### src/rtl/game_pkg.sv
// Shared encodings for the game link: local game FSM states and the
// message header bytes sent to the peer board.
package game_pkg;

  typedef enum logic [1:0] {
    GS_IDLE  = 2'd0,
    GS_WAIT  = 2'd1,
    GS_GAME  = 2'd2,
    GS_SCORE = 2'd3
  } game_state_e;

  typedef enum logic [1:0] {
    MSG_READY = 2'd0,
    MSG_STOP  = 2'd1,
    MSG_SCORE = 2'd2
  } msg_kind_e;

  typedef enum logic [1:0] {
    MS_IDLE = 2'd0,
    MS_LOAD = 2'd1,
    MS_SEND = 2'd2,
    MS_NEXT = 2'd3
  } msg_state_e;

  localparam logic [7:0] HDR_READY = 8'hA5;
  localparam logic [7:0] HDR_STOP  = 8'h5A;
  localparam logic [7:0] HDR_SCORE = 8'hC3;

  function automatic logic [7:0] msg_header(input msg_kind_e kind);
    case (kind)
      MSG_STOP:  msg_header = HDR_STOP;
      MSG_SCORE: msg_header = HDR_SCORE;
      default:   msg_header = HDR_READY;
    endcase
  endfunction

endpackage

### src/rtl/uart_tx_byte.sv
// 8N1 byte serializer: start 0, data LSB first, stop 1, each CLKS_PER_BIT
// cycles. done marks the last stop-bit cycle so a new start can follow with no gap.
module uart_tx_byte #(
  parameter int CLKS_PER_BIT = 564
) (
  input  logic       clk,
  input  logic       reset_n,
  input  logic       start,
  input  logic [7:0] data,
  output logic       tx,
  output logic       done
);

  localparam int CW = (CLKS_PER_BIT > 1) ? $clog2(CLKS_PER_BIT) : 1;

  logic          active_q, active_d;
  logic          tx_q, tx_d;
  logic [8:0]    sh_q, sh_d;
  logic [3:0]    bit_q, bit_d;
  logic [CW-1:0] cnt_q, cnt_d;
  logic          bit_end;

  always_comb begin
    active_d = active_q;
    tx_d     = tx_q;
    sh_d     = sh_q;
    bit_d    = bit_q;
    cnt_d    = cnt_q;
    bit_end  = active_q && (cnt_q == CW'(CLKS_PER_BIT - 1));
    done     = bit_end && (bit_q == 4'd9);
    if (active_q) begin
      cnt_d = cnt_q + 1'b1;
      if (bit_end) begin
        cnt_d = '0;
        if (bit_q == 4'd9) begin
          active_d = 1'b0;
          tx_d     = 1'b1;
        end else begin
          // sh_q holds {stop, data}; bit k of the frame leaves from sh_q[0]
          tx_d  = sh_q[0];
          sh_d  = {1'b1, sh_q[8:1]};
          bit_d = bit_q + 4'd1;
        end
      end
    end
    if (start && (!active_q || done)) begin
      active_d = 1'b1;
      tx_d     = 1'b0;
      sh_d     = {1'b1, data};
      bit_d    = 4'd0;
      cnt_d    = '0;
    end
  end

  always_ff @(posedge clk or negedge reset_n) begin
    if (!reset_n) begin
      active_q <= 1'b0;
      tx_q     <= 1'b1;
      sh_q     <= '1;
      bit_q    <= 4'd0;
      cnt_q    <= '0;
    end else begin
      active_q <= active_d;
      tx_q     <= tx_d;
      sh_q     <= sh_d;
      bit_q    <= bit_d;
      cnt_q    <= cnt_d;
    end
  end

  assign tx = tx_q;

endmodule

### src/rtl/game_link_tx.sv
// Sends READY/STOP/SCORE messages to the peer board on game state changes.
// Define GAME_LINK_CHECKSUM_EN to append an XOR checksum byte to every message.
module game_link_tx
  import game_pkg::*;
#(
  parameter int CLKS_PER_BIT  = 564,
  parameter int HEARTBEAT_CYC = 6500000
) (
  input  logic       clk,
  input  logic       reset_n,
  input  logic [1:0] game_state,
  input  logic [7:0] score,
  output logic       tx,
  output logic       busy
);

  localparam int HW = $clog2(HEARTBEAT_CYC + 1);
`ifdef GAME_LINK_CHECKSUM_EN
  localparam logic [1:0] EXTRA = 2'd1;
`else
  localparam logic [1:0] EXTRA = 2'd0;
`endif

  game_state_e   gs_in, gs_q, gs_d;
  logic          gs_vld_q, gs_vld_d;
  logic          evt;
  logic          ready_q, ready_d, stop_q, stop_d, spend_q, spend_d;
  logic [7:0]    score_lat_q, score_lat_d, score_msg_q, score_msg_d;
  logic [HW-1:0] hb_q, hb_d;
  msg_state_e    ms_q, ms_d;
  msg_kind_e     sel_q, sel_d;
  logic [1:0]    idx_q, idx_d, len, byte_idx;
  logic          ser_start, ser_done;
  logic [7:0]    ser_data, hdr;

  // Event detection and pending flags
  always_comb begin
    gs_in       = game_state_e'(game_state);
    gs_d        = gs_in;
    gs_vld_d    = 1'b1;
    evt         = gs_vld_q && (gs_q != gs_in);
    ready_d     = ready_q;
    stop_d      = stop_q;
    spend_d     = spend_q;
    score_lat_d = score_lat_q;
    hb_d        = hb_q;
    if (ms_q == MS_LOAD) begin
      case (sel_q)
        MSG_STOP:  stop_d  = 1'b0;
        MSG_SCORE: spend_d = 1'b0;
        default:   ready_d = 1'b0;
      endcase
    end
    if (evt && gs_q == GS_WAIT) begin
      ready_d = 1'b0;
      hb_d    = '0;
    end
    if (evt && gs_in == GS_WAIT) begin
      ready_d = 1'b1;
      hb_d    = '0;
    end else if (!evt && gs_vld_q && gs_q == GS_WAIT) begin
      if (hb_q == HW'(HEARTBEAT_CYC - 1)) begin
        ready_d = 1'b1;
        hb_d    = '0;
      end else begin
        hb_d = hb_q + 1'b1;
      end
    end
    if (evt && gs_q == GS_GAME && gs_in == GS_IDLE) stop_d = 1'b1;
    if (evt && gs_in == GS_SCORE) begin
      spend_d     = 1'b1;
      score_lat_d = score;
    end
  end

  // Message sequencer
  always_comb begin
    ms_d        = ms_q;
    sel_d       = sel_q;
    idx_d       = idx_q;
    score_msg_d = score_msg_q;
    ser_start   = 1'b0;
    byte_idx    = idx_q + 2'd1;
    len         = ((sel_q == MSG_SCORE) ? 2'd2 : 2'd1) + EXTRA;
    case (ms_q)
      MS_IDLE: begin
        if (stop_q) begin
          sel_d = MSG_STOP;
          ms_d  = MS_LOAD;
        end else if (spend_q) begin
          sel_d = MSG_SCORE;
          ms_d  = MS_LOAD;
        end else if (ready_q) begin
          sel_d = MSG_READY;
          ms_d  = MS_LOAD;
        end
      end
      MS_LOAD: begin
        ser_start   = 1'b1;
        byte_idx    = 2'd0;
        idx_d       = 2'd0;
        score_msg_d = score_lat_q;
        ms_d        = MS_SEND;
      end
      MS_SEND: begin
        if (ser_done) begin
          if (idx_q == len - 2'd1) begin
            ms_d = MS_IDLE;
          end else begin
            ser_start = 1'b1;
            idx_d     = idx_q + 2'd1;
            ms_d      = MS_NEXT;
          end
        end
      end
      MS_NEXT: ms_d = MS_SEND;
      default: ms_d = MS_IDLE;
    endcase
  end

  // Byte 1 of a one-byte message is its checksum, which equals the header
  always_comb begin
    hdr = msg_header(sel_q);
    case (byte_idx)
      2'd0:    ser_data = hdr;
      2'd1:    ser_data = (sel_q == MSG_SCORE) ? score_msg_q : hdr;
      default: ser_data = hdr ^ score_msg_q;
    endcase
  end

  always_ff @(posedge clk or negedge reset_n) begin
    if (!reset_n) begin
      gs_q        <= GS_IDLE;
      gs_vld_q    <= 1'b0;
      ready_q     <= 1'b0;
      stop_q      <= 1'b0;
      spend_q     <= 1'b0;
      score_lat_q <= 8'h00;
      score_msg_q <= 8'h00;
      hb_q        <= '0;
      ms_q        <= MS_IDLE;
      sel_q       <= MSG_READY;
      idx_q       <= 2'd0;
    end else begin
      gs_q        <= gs_d;
      gs_vld_q    <= gs_vld_d;
      ready_q     <= ready_d;
      stop_q      <= stop_d;
      spend_q     <= spend_d;
      score_lat_q <= score_lat_d;
      score_msg_q <= score_msg_d;
      hb_q        <= hb_d;
      ms_q        <= ms_d;
      sel_q       <= sel_d;
      idx_q       <= idx_d;
    end
  end

  assign busy = ready_q || stop_q || spend_q || (ms_q != MS_IDLE);

  uart_tx_byte #(
    .CLKS_PER_BIT(CLKS_PER_BIT)
  ) u_ser (
    .clk    (clk),
    .reset_n(reset_n),
    .start  (ser_start),
    .data   (ser_data),
    .tx     (tx),
    .done   (ser_done)
  );

endmodule

### config.mk
export PLATFORM = sky130hd
export DESIGN_NAME = game_link_tx
export DESIGN_NICKNAME = d
export VERILOG_FILES = /design/src/rtl/game_pkg.sv /design/src/rtl/uart_tx_byte.sv /design/src/rtl/game_link_tx.sv
export SDC_FILE = /design/constraint.sdc
export NUM_CORES = 1
export LEC_CHECK = 0
export ABC_AREA = 1
export CAP_MARGIN = 20
export CORE_AREA = 5 5 129 131
export DETAILED_ROUTE_END_ITERATION = 10
export DIE_AREA = 0 0 134 136
export PLACE_DENSITY_LB_ADDON = 0.05
export RECOVER_POWER = 50
export SLEW_MARGIN = 20
export SYNTH_ARGS = -nofsm -noshare
export SYNTH_HDL_FRONTEND = slang
export SYNTH_SLANG_ARGS = --single-unit
### constraint.sdc
create_clock -name clk -period 2.4 [get_ports clk]
set_input_delay 0.48 -clock clk [delete_from_list [all_inputs] [get_ports clk]]
set_output_delay 0.48 -clock clk [all_outputs]
set_load 0.005 [all_outputs]
==> out/qor.txt, run 1 <==
==================================================================================
Initial core utilization                                                     29.0%
Number of antenna violations at the first check in global routing                0
Critical path's top delay family                                      buffers and inverters
Worst path slowest cell                                               sky130_fd_sc_hd__clkdlybuf4s50_1
Power consumption                                                          2.77 mW
Count of mapped cells out of synthesis                                         602
Required time of the critical path                                         1.92 ns
Total of cells resized after clock tree synthesis                                0
Finish-stage setup viols                                                         0
Area of the multi-input gates                                          0.00222 mm²
Cell-by-cell listing of the critical path                             inv_1 -> ha_1 -> nand4_1 -> clkdlybuf4s50_1
Number of global-route vias before repair                                     3785
Outcome                                                               finished, violations left
Layout Skew                                                             0.00757 ns
Number of hold violations in the final report                                    0
Hold buffers post-CTS                                                            0
Number of flops mapped to enable cells by yosys                                  0
Post-Synthesis Cell Area                                               0.00449 mm²
# diodes                                                                         0
RSZ-0062 raised after global routing                                         false
Max-cap check violation count                                                    1
DP HPWL                                                                    8.31 mm
Area added between synthesis and finish                                      15.4%
Share of cells above drive strength 1                                        9.81%
Number of nets in the final layout                                             649
RD Place Congestion                                                          0.810
Sequential-to-total area share from yosys stat                               42.1%
Clock tree root driver cell                                           sky130_fd_sc_hd__clkbuf_16
Leading post-synthesis cells by cell area                             sky130_fd_sc_hd__dfrtp_1, sky130_fd_sc_hd__nand2_1, sky130_fd_sc_hd__nand3_1, sky130_fd_sc_hd__inv_1, sky130_fd_sc_hd__dfstp_2
Final setup TNS                                                               0 ns
Most used standard cell by instance count after synthesis             sky130_fd_sc_hd__nand2_1
Pwr Density                                                             534 mW/mm²
Sequential cell area                                                   0.00189 mm²
Detailed Route Iter0 Violations                                                201
Minimum clock period after layout                                          2.26 ns
Die Y-Extent                                                                136 µm
Dominant cell type by area after synthesis                            sky130_fd_sc_hd__dfrtp_1
CTS HTree Levels                                                                 3
Clock tree buffer depth                                                          2
Fmax                                                                     0.443 GHz
Maximum fanout encountered on the critical timing path                           4
Router iterations before antenna repair                                          4
Number of fill cells in the layout                                            1691
Number of placement rows                                                        46
Yosys cell types                                                                39
Hold Slack                                                                0.475 ns
All-layer global routing usage                                               13.4%
Tcrit/Tclk final                                                             94.0%
Vias                                                                          3952
Flop and latch count out of synthesis                                           75
Yosys warning count                                                              0
Sort of element at the end of the critical path                       primary output
IO Count                                                                        14
Post-CTS Setup Inserts                                                           0
Max-slew violation count                                                        34
CP Class                                                              flip-flop to primary output
Floorplan core area                                                     0.0155 mm²
Die boundary width                                                          134 µm
Worst min-delay path category                                         flip-flop to flip-flop
Cell types with the highest counts after synthesis                    sky130_fd_sc_hd__nand2_1, sky130_fd_sc_hd__nand3_1, sky130_fd_sc_hd__inv_1
Crit path buffers/inverters                                                      2
Clock latency on the worst-skew pair                                       0.33 ns
Area of the die                                                         0.0182 mm²
FFs w/ async S/R, synth                                                       100%
CP max stage delay                                                         0.50 ns
Mean Syn Cell Area                                                        7.46 µm²
Via density                                                                   4.80
Pin count of the biggest net entering global routing                            43
Share of the synthesized area in the top cell type                           36.8%
Element type at the critical path start                                  flip-flop
Headroom to the max-slew limit                                              -31.8%
Port Buffer Count                                                               13
Violated checks                                                       max-capacitance violations, max-slew violations
Most common flop cell mapped by yosys                                 sky130_fd_sc_hd__dfrtp_1
Syn Nets                                                                       624
Final wirelength                                                           11.5 mm
Slew of the pin with the lowest slew margin                                1.98 ns
Routed WL per cell                                                         13.9 µm
First-pass GRT wire length                                                 19.4 mm
Remaining number of nets flagged by the antenna check after routing              0
CTS buffer count                                                                 9
Remaining DRCs                                                                   0
Number of sinks driven by the clock tree                                        75
Leakage dissipation                                                        2.43 nW
Reg clk slew, reported paths                                               0.06 ns
Critical path arrival                                                      1.78 ns
Global route overflow                                                            0
Peak ir drop on the vdd network                                           0.285 mV
CTS tree                                                                      done
==================================================================================
-- worst register-to-register path, cell delays in order, from the launching register on --
cell	delay (ns)
sky130_fd_sc_hd__dfrtp_1	0.44
sky130_fd_sc_hd__ha_1	0.22
sky130_fd_sc_hd__nand4_1	0.22
sky130_fd_sc_hd__nor2_8	0.22
sky130_fd_sc_hd__nand3_2	0.14
sky130_fd_sc_hd__nand2_4	0.15
sky130_fd_sc_hd__nand2_4	0.22
sky130_fd_sc_hd__and3_2	0.27
-- placed cells by master (no fill, tap or decap), types with 4 or more instances in the layout --
cell	synthesis	layout
sky130_fd_sc_hd__dfrtp_1	66	66
sky130_fd_sc_hd__dfstp_2	9	9
sky130_fd_sc_hd__nand2_1	159	159
sky130_fd_sc_hd__ha_1	10	10
sky130_fd_sc_hd__xor2_1	10	10
sky130_fd_sc_hd__nor3_1	17	17
sky130_fd_sc_hd__nand3_1	78	78
sky130_fd_sc_hd__o21ai_0	44	44
sky130_fd_sc_hd__inv_2	5	5
sky130_fd_sc_hd__xnor2_1	5	5
sky130_fd_sc_hd__buf_4	1	15
sky130_fd_sc_hd__nor2_1	38	38
sky130_fd_sc_hd__nand3_2	4	4
sky130_fd_sc_hd__clkbuf_16	0	9
sky130_fd_sc_hd__o211ai_1	8	8
sky130_fd_sc_hd__a21oi_1	9	9
sky130_fd_sc_hd__inv_1	70	70
sky130_fd_sc_hd__clkdlybuf4s50_1	0	10
sky130_fd_sc_hd__nand3b_1	7	7
sky130_fd_sc_hd__nand4_1	25	25
-- metrics by stage --
step	setup WS, ns	utilization [%]	std cells	cell area (µm²)
finish	0.143	33.5	824	5180
global route	0.0195	33.5	824	5180
CTS	0.105	33.5	824	5180
detailed placement	0.188	31.7	808	4900
global placement	0.265	31.7	808	4900
floorplan	0.632	-	602	4490
-- metal layers --
layer | share of wire (%) | GRT usage, %
met2 | 44 | 20.8
met4 | 0.67 | 3.26
met3 | 2.2 | 3.11
met1 | 53 | 18.9
met5 | 0 | 0
-- registers in the layout, summed over array words and instances, names as in the netlist --
register	flops
spend_q	1
u_ser.sh_q	8
hb_q	23
sel_q	2
u_ser.active_q	1
gs_vld_q	1
u_ser.cnt_q	10
stop_q	1
u_ser.tx	1
u_ser.bit_q	4
gs_q	2
ready_q	1
idx_q	2
score_msg_q	8
score_lat_q	8
ms_q	2
-- cell type report --
| cell class | count | area share [%] |
|---|---|---|
| multi-input cells | 435 | 42.9 |
| flip-flops and latches | 75 | 36.4 |
| inverters | 77 | 5.58 |
| clock buffers | 12 | 4.95 |
| repair buffers | 29 | 4.95 |
| well taps | 192 | 4.64 |
| clock inverters | 4 | 0.507 |
-- power breakdown --
part | internal, mW | switching [mW]
sequential | 1.31 | 0.0311
combinational | 0.0489 | 0.0803
clock | 0.756 | 0.541
total | 2.12 | 0.652
-- cells by family after synthesis --
group                      synth area share (%)
buffers and inverters                      8.36
other                                    0.0836
DFF                                        42.1
and+or+nand+nor                            35.3
adders and majority gates                  2.79
xor gates and xnor gates                   2.93
AOI/OAI and AO/OA                          8.45
-- path summary, 6_finish.rpt --
kind	endpoint	cells after the start	slack, ns	startpoint
max	busy	4	0.14	ms_q[0]
min	score_msg_q[2]	2	0.48	score_lat_q[2]
max reg2reg	u_ser.bit_q[2]	7	0.42	u_ser.cnt_q[0]
min reg2reg	score_msg_q[2]	2	0.48	score_lat_q[2]
max in group asynchronous	score_lat_q[1]	1	0.56	reset_n
min in group asynchronous	u_ser.bit_q[0]	1	0.70	reset_n
No activity file was read; power rests on OpenSTA's default activity.
==> run 2, diff against run 1 <==
TNS_END_PERCENT = 100   (was unset)
==> results of run 2 <==
Same layout as run 1: the final DEF is identical, and so are final timing and power.
==> run 3, diff against run 2 <==
MAX_ROUTING_LAYER = met4   (was unset)
==> out/qor.txt, run 3 (synthesis gave the netlist of run 1 again) <==
==================================================================================
Remaining DRCs                                                                   0   unchanged
RD Place Congestion                                                          0.822   +1.5%
CTS HTree Levels                                                                 3   unchanged
Routed WL per cell                                                         14.0 µm   +0.31%
Peak ir drop on the vdd network                                           0.286 mV   +0.16%
Die Y-Extent                                                                136 µm   unchanged
Final standard cell count with taps included and fillers excluded              824   unchanged
Violated checks                                                       max-capacitance violations, max-slew violations
Most frequent cells in the layout                                     sky130_fd_sc_hd__nand2_1, sky130_fd_sc_hd__nand3_1, sky130_fd_sc_hd__inv_1
Cell-by-cell listing of the critical path                             inv_1 -> ha_1 -> nand4_1 -> clkdlybuf4s50_1
Number of nets in the final layout                                             649   unchanged
Sw Pwr                                                                      655 µW   +0.42%
Switching share of power                                                     23.6%   +0.076 points
All-layer global routing usage                                               13.8%   +0.42 points
Leading registers by flop count                                       hb_q x23, u_ser.cnt_q x10
RSZ-0062 raised after global routing                                         false
Critical path arrival                                                      1.78 ns   about the same
Clock latency on the worst-skew pair                                       0.33 ns   about the same
First-pass GRT wire length                                                 19.5 mm   +0.14%
Clock Power Share                                                            46.9%   about the same
Element type at the critical path start                                  flip-flop
Post-placement worst setup slack                                          0.188 ns   unchanged
Pwr Density                                                             535 mW/mm²   +0.10%
Hold buffers post-CTS                                                            0   unchanged
Minimum clock period after layout                                          2.26 ns   +0.00599 ns
Floorplan core area                                                     0.0155 mm²   unchanged
Tcrit/Tclk final                                                             94.3%   +0.25 points
Initial core utilization                                                     29.0%   unchanged
Required time of the critical path                                         1.92 ns   about the same
CP max stage delay                                                         0.50 ns   about the same
Comb pwr share                                                                4.7%   about the same
CTS tree                                                                      done
Maximum fanout encountered on the critical timing path                           4   unchanged
Die boundary width                                                          134 µm   unchanged
Clock tree buffer depth                                                          2   unchanged
Area of the multi-input gates                                          0.00222 mm²   unchanged
Internal power contribution                                                2.12 mW   about the same
Area added between synthesis and finish                                      15.4%   unchanged
IO Count                                                                        14   unchanged
Reg clk slew, reported paths                                               0.06 ns   about the same
Finish-stage setup viols                                                         0   unchanged
Slew of the pin with the lowest slew margin                                1.99 ns   +0.00884 ns
Fmax                                                                     0.442 GHz   -0.26%
CTS buffer count                                                                 9   unchanged
Worst path slowest cell                                               sky130_fd_sc_hd__clkdlybuf4s50_1
Pin count of the biggest net entering global routing                            43   unchanged
Number of global-route vias before repair                                     3778   -0.18%
Crit path buffers/inverters                                                      2   unchanged
Power consumption                                                          2.77 mW   +0.10%
Total of cells resized after clock tree synthesis                                0   unchanged
Layout Skew                                                             0.00765 ns   +0.0000789 ns
Number of hold violations in the final report                                    0   unchanged
Critical path's top delay family                                      buffers and inverters
Most common cell after layout, fill and taps aside                    sky130_fd_sc_hd__nand2_1
Detailed Route Iter0 Violations                                                206   +2.5%
Port Buffer Count                                                               13   unchanged
Share of cells above drive strength 1                                        9.81%   unchanged
Sort of element at the end of the critical path                       primary output
Vias                                                                          3954   +0.051%
Outcome                                                               finished, violations left
Area of the die                                                         0.0182 mm²   unchanged
Post-layout worst setup margin                                            0.137 ns   -0.00598 ns
Remaining number of nets flagged by the antenna check after routing              0   unchanged
DP HPWL                                                                    8.31 mm   unchanged
CP Class                                                              flip-flop to primary output
Relative contribution of sequential cells to total power                     48.4%   about the same
Final setup TNS                                                               0 ns   unchanged
Number of antenna violations at the first check in global routing                0   unchanged
Leakage dissipation                                                        2.43 nW   unchanged
Max-cap check violation count                                                    1   unchanged
Global route overflow                                                            0   unchanged
Flip-flop count of the largest register, all copies and words added             23   unchanged
Clock tree root driver cell                                           sky130_fd_sc_hd__clkbuf_16
Headroom to the max-slew limit                                              -32.4%   -0.59 points
Post-Place Cells                                                               808   unchanged
Sequential cell area                                                   0.00189 mm²   unchanged
Router iterations before antenna repair                                          4   unchanged
Max-slew violation count                                                        34   unchanged
Number of sinks driven by the clock tree                                        75   unchanged
Number of fill cells in the layout                                            1691   unchanged
# diodes                                                                         0   unchanged
Worst min-delay path category                                         flip-flop to flip-flop
Number of placement rows                                                        46   unchanged
Largest register by flop count                                                hb_q
Post-CTS Setup Inserts                                                           0   unchanged
Final wirelength                                                           11.5 mm   +0.31%
Via density                                                                   4.80   about the same
==================================================================================
[run 3: worst register-to-register path, delay by kind of cell (launching register included)]
kind	cells	cell delay, ns
adders and majority gates	1	0.22
DFF	1	0.44
and+or+nand+nor	6	1.23
[run 3: area by class of cell]
class / instances / share of cell area (%)
Multi-Input combinational cell: 435 / 42.9
Sequential cell: 75 / 36.4
Inverter: 77 / 5.58
Clock buffer: 12 / 4.95
Timing Repair Buffer: 29 / 4.95
Tap cell: 192 / 4.64
Clock inverter: 4 / 0.507
[run 3: per-layer routing]
metal	routed length (µm)	GRT usage, %	vias to the layer above
li1	-	-	2030
met1	6130	19.0	1885
met2	5010	20.7	34
met3	279	3.22	5
met4	77	3.09	0
met5	0	-	-
[run 3: power groups by stage]
| stage | clock, mW | sequential (mW) | combinational, mW |
|---|---|---|---|
| after CTS | 1.35 | 1.34 | 0.137 |
| after global placement | 0 | 1.37 | 0.133 |
| final | 1.30 | 1.34 | 0.129 |
| after detailed placement | 0 | 1.36 | 0.136 |
| after floorplan | 0 | 1.36 | 0.0644 |
| after global routing | 1.40 | 1.35 | 0.158 |
[run 3: worst paths after layout]
check | from | to | slack (ns) | cells past startpoint
worst min register to register | score_lat_q[2] | score_msg_q[2] | 0.48 | 2
max in group asynchronous | reset_n | score_msg_q[1] | 0.55 | 1
worst max register to register | u_ser.cnt_q[0] | u_ser.bit_q[2] | 0.42 | 7
worst min-delay path | score_lat_q[2] | score_msg_q[2] | 0.48 | 2
worst max-delay path | ms_q[0] | busy | 0.14 | 4
min in group asynchronous | reset_n | u_ser.bit_q[0] | 0.70 | 1
[run 3: stage by stage]
| stage | hold WS, ns | area [µm²] | utilization, % |
|---|---|---|---|
| floorplan | 0.184 | 4490 | - |
| global placement | 0.466 | 4900 | 31.7 |
| detailed placement | 0.464 | 4900 | 31.7 |
| CTS | 0.111 | 5180 | 33.5 |
| global route | 0.502 | 5180 | 33.5 |
| finish | 0.476 | 5180 | 33.5 |
